===== src/rtl/retrieve_stream.sv =====
// Read side of a circular buffer: registered one-word-per-cycle reads with
// optional peek, flush to the producer pointer, and an underflow pulse.
module retrieve_stream #(
  parameter int WIDTH  = 8,
  parameter int DEPTH  = 8,
  parameter int ADDR_W = 3
) (
  input  logic                    clock,
  input  logic                    reset,
  input  logic                    outstrobe,
  input  logic                    peek,
  input  logic                    flush,
  input  logic [ADDR_W:0]         wr_ptr,
  input  logic [WIDTH*DEPTH-1:0]  buffer,
  output logic [WIDTH-1:0]        rxda,
  output logic                    rxvalid,
  output logic                    underflow,
  output logic [ADDR_W:0]         rd_ptr,
  output logic [ADDR_W:0]         level,
  output logic                    empty
);

  // Handshake: outstrobe is a request with no back-pressure; when it is
  // granted, rxda/rxvalid appear exactly one cycle later and rxvalid is a
  // single-cycle qualifier. A refused request (empty) yields underflow instead.

  logic [WIDTH-1:0] words [DEPTH];
  logic             grant;
  logic             starved;
  logic [ADDR_W:0]  rd_ptr_next;

  for (genvar i = 0; i < DEPTH; i++) begin : g_words
    assign words[i] = buffer[i*WIDTH +: WIDTH];
  end

  // The wrap bit makes full (addresses equal, MSBs differ) distinct from empty.
  assign empty = (rd_ptr == wr_ptr);
  assign level = wr_ptr - rd_ptr;

  assign grant   = outstrobe & ~empty & ~flush;
  assign starved = outstrobe &  empty & ~flush;

  always_comb begin
    rd_ptr_next = rd_ptr;
    if (flush) begin
      rd_ptr_next = wr_ptr;
    end else if (grant && !peek) begin
      rd_ptr_next = rd_ptr + 1'b1;
    end
  end

  always_ff @(posedge clock) begin
    if (reset) begin
      rd_ptr    <= '0;
      rxda      <= '0;
      rxvalid   <= 1'b0;
      underflow <= 1'b0;
    end else begin
      rd_ptr    <= rd_ptr_next;
      rxvalid   <= grant;
      underflow <= starved;
      if (grant) begin
        rxda <= words[rd_ptr[ADDR_W-1:0]];
      end
    end
  end

endmodule


===== config.mk =====
export PLATFORM = sky130hd
export DESIGN_NAME = retrieve_stream
export DESIGN_NICKNAME = d
export VERILOG_FILES = /design/src/rtl/retrieve_stream.sv
export SDC_FILE = /design/constraint.sdc
export NUM_CORES = 1
export LEC_CHECK = 0
export ABC_AREA = 1
export BUFFER_PORTS_ARGS = -buffer_cell sky130_fd_sc_hd__buf_4
export CORE_ASPECT_RATIO = 1.1
export CORE_MARGIN = 8
export CORE_UTILIZATION = 48
export CTS_CLUSTER_SIZE = 28
export DETAILED_ROUTE_END_ITERATION = 10
export PLACE_DENSITY_LB_ADDON = 0.12
export SYNTH_ARGS = -nofsm -noshare
export SYNTH_HDL_FRONTEND = slang
export SYNTH_SLANG_ARGS = --single-unit

===== constraint.sdc =====
create_clock -name clock -period 3.35 [get_ports clock]
set_input_delay 0.335 -clock clock [delete_from_list [all_inputs] [get_ports clock]]
set_output_delay 0.335 -clock clock [all_outputs]
set_load 0.02 [all_outputs]

# --- Word level (Yosys, flattened, before mapping) ---
# Cells that the tools add are included.
# Widths: inputs -> output; s select.
word_totals:
  in_bits: 73
  word_cells: 23
  register_bits: 14
op_classes:
  n_reduce_logical: 3
  eq_ne: 1
  bitwise_logic: 7
  magnitude_cmp: 1
  n_addsub: 2
  muxes: 5
op_table:
  columns: ["cell", "count"]
  rows:
  - ["$bmux 8 s3", 1]
  - ["$mux 8", 2]
  - ["$mux 4", 2]
  - ["$add 4x1->4 const B", 1]
  - ["$and 1x1->1", 4]
  - ["$eq 4x4->1", 1]
  - ["$ge 4x4->1 const B", 1]
  - ["$not 3->4", 1]
  - ["$sub 4x4->4", 1]
  - ["$not 1->1", 2]
  - ["$reduce_bool 2->1", 1]
  - ["$logic_and 1x1->1", 1]
  - ["$logic_not 1->1", 1]

# --- Longest topological paths before layout ---
depth:
  word_depth: 7
  depth_mapped: 12

# --- Least setup slack after synthesis ---
# Ideal clock, no wire load.
synth_timing:
  path_kind: "reg2out"
  start: "register rd_ptr[1]"
  end: "output level[3]"
  setup_slack_ns: 1.238
  t_required_ns: 3.015
  stages_incl_launch_ff: 8
  t_arrival_ns: 1.777
  cell_sequence: "dfxtp_1 buf_6 inv_2 buf_4 ha_1 nand2_1 o21ai_0 xor2_1"
synth_between:
  elab_chain_cells: 1
synth_rtl:
  columns: ["item", "line_no", "text"]
  rows:
  - ["start: declaration", "18", "output logic [ADDR_W:0] rd_ptr,"]
  - ["start signal: assignment", "59", "rd_ptr <= rd_ptr_next;"]
  - ["$sub 4x4->4", "38", "assign level = wr_ptr - rd_ptr;"]
  - ["end: declaration", "19", "output logic [ADDR_W:0] level,"]
# Every way passes these cells.

# --- Final worst setup path ---
layout_timing:
  start: "register rd_ptr[2]"
  end: "output level[3]"
# The elaborated chain is that of the path after synthesis.

==> reports/metrics.cfg <==
[synth]
ys_seq_area_share_pct = 17.3
synth_top_area_share_pct = 23.3
synth_area_leaders = nand2_1 23%, dfxtp_1 17%, nand3_1 14%
synth_warnings = 0
ys.flop_type = dfxtp_1
syn-num-nets = 361
async_flop_share_pct = 0
synth_edf_count = 0
avgSynthCellArea_um2 = 5.74
synth.cell_area_mm2 = 0.00162
synth_top_area_cell = nand2_1
synth_seq_cells = 14
synth.most_common_cell = nand2_1
syn_inst = 283
yosys.cell_types.count = 27
ys_top_cells_by_count = 101 x nand2_1, 58 x inv_1, 46 x nand3_1, 14 x dfxtp_1

[setup_path]
crit_arrival_ps = 2380
worst-path-max-fanout = 14
critical_path_class = reg -> out
endpoint_kind = output port
cp-start-kind = register
worstPathRequired_ps = 3010

[global_routing]
grt_pass1_vias = 1835
grt_busiest_layer = met2
use_met3_pct = 4.16
use_met2_pct = 33.1
grt_pass1_wl_mm = 8.29
grt.total_usage_pct = 17.9
overflow = 0
grtUsageMet1_pct = 19.3
antenna_found_initial = 0
grt_max_degree = 39

[detailed_routing]
drt_iter0_drc = 77
routed_wl_mm = 5.04
final_antenna_net_count = 0
avgViaCountPerCell = 4.79
drc = 0
num_vias = 1932
dr.pass1.iters = 4
wl_per_cell_um = 12.5

[floorplan]
die_h_um = 77.0
core_area_mm2 = 0.00328
rows = 22
die_area_mm2 = 0.00550
io_pins = 92
initial_core_util_pct = 49.6
die_w_um = 71.5

[pwr]
p_leak_nw = 1.36
vdd_ir_drop_max_mv = 0.142
p_per_area_mw_per_mm2 = 260

[clock_network]
cts_root_buf = clkbuf_4
clock_latency_ps = 280
holdBufCountCts = 0
cts_made_buffers = 3
clockBufferDepth = 2
clk_pin_slew_ps = 80
cts_setup_buffers = 0
cts_tree = yes
cts_resized = 0
cts.sinks = 14
h-tree-depth = 1

[placed_design]
gp_congestion = 0.863
dp_cells = 400
io_buffers = 91
dp.final_hpwl_mm = 3.97

[finish]
nFillCells = 330
drive_gt1_share_pct = 34.1
multiInputGateArea_mm2 = 0.00100
antennaDiodeCount = 0
regArea_um2 = 280
area_delta_synth_final_pct = 41.3
fin_cells = 403
fin_nets = 447

[run_status]
status = complete, no violations

[job]
cap_violations = 0

[timing]
worst_slew_pin_slew_ps = 533
finalCriticalPeriod_ps = 2710
finClkSkew_ps = 1.78
relSlewSlack_pct = 64.4
setup_viol_count_final = 0
tns_ps = 0
clock.fmax_mhz = 369
hold_viol = 0
slew_viol_final = 0
min_period_over_period_pct = 80.9
rsz0062_at_grt = no

[min_path]
hp-class = in -> reg

==> area by class of cell <==
cell class,count,share of cell area (%)
Inverter,64,10.8
Timing Repair Buffer,93,30.4
Clock buffer,3,0.981
Multi-Input combinational cell,193,43.6
Tap cell,36,1.96
Sequential cell,14,12.2
==> state kept, by name (all words and copies together) (netlist names) <==
register and count:
rxda 8, rd_ptr 4, rxvalid 1, underflow 1
==> worst paths after layout <==
path	start	to	slack, ps	cells after the start
max	rd_ptr[2]	level[3]	640	6
min	reset	rxda[4]	330	2
max reg2reg	rd_ptr[2]	rxda[7]	1060	9
min reg2reg	rxda[4]	rxda[4]	490	2
==> cell usage in the layout (no fill, tap or decap), types with 3 or more instances in the layout <==
master    instances
a21oi_1           3
a21oi_2           8
buf_4            93
clkbuf_4          3
dfxtp_1          14
ha_1              4
inv_1            58
inv_2             3
nand2_1         101
nand2_4           3
nand3_1          46
nand3_2           8
nor2_1            6
o21ai_0           4
==> logic make-up after synthesis <==
kind of cell | Yosys count | synth area share, %
flip-flops | 14 | 17.3
AND/OR/NAND/NOR | 170 | 49.2
adder cells (fa/ha/maj) | 5 | 4.31
AO/OA/AOI/OAI | 15 | 6.47
buffers and inverters | 76 | 21.1
XOR/XNOR | 3 | 1.62
==> metal layers <==
layer	up-vias	wire (µm)
met5	-	0
met4	0	58
met3	5	366
met2	66	2590
met1	838	2030
li1	1023	-
==> critical path: stages, from the launching register on <==
cell	delay (ps)
dfxtp_1	660
clkinv_1	380
ha_1	440
nand2_1	90
o21ai_0	200
xor2_1	170
buf_4	160
==> power breakdown <==
| part | switching, mW | internal (mW) | total [mW] |
|---|---|---|---|
| logic | 0.170 | 0.143 | 0.313 |
| registers | 0.0104 | 0.178 | 0.188 |
| clock network | 0.0541 | 0.0417 | 0.0958 |
| total | 0.235 | 0.362 | 0.597 |
==> through the flow <==
stage	util [%]	area (µm²)	hold slack, ps	worst slack, ps	total power, mW
after CTS	70.1	2290	324	655	0.600
after global placement	69.4	2270	470	1030	0.504
after global routing	70.1	2290	321	508	0.640
after detailed placement	69.4	2270	472	975	0.506
final	70.1	2290	330	640	0.597
after floorplan	-	1620	508	1240	0.386
No activity file was read; power rests on OpenSTA's default activity.
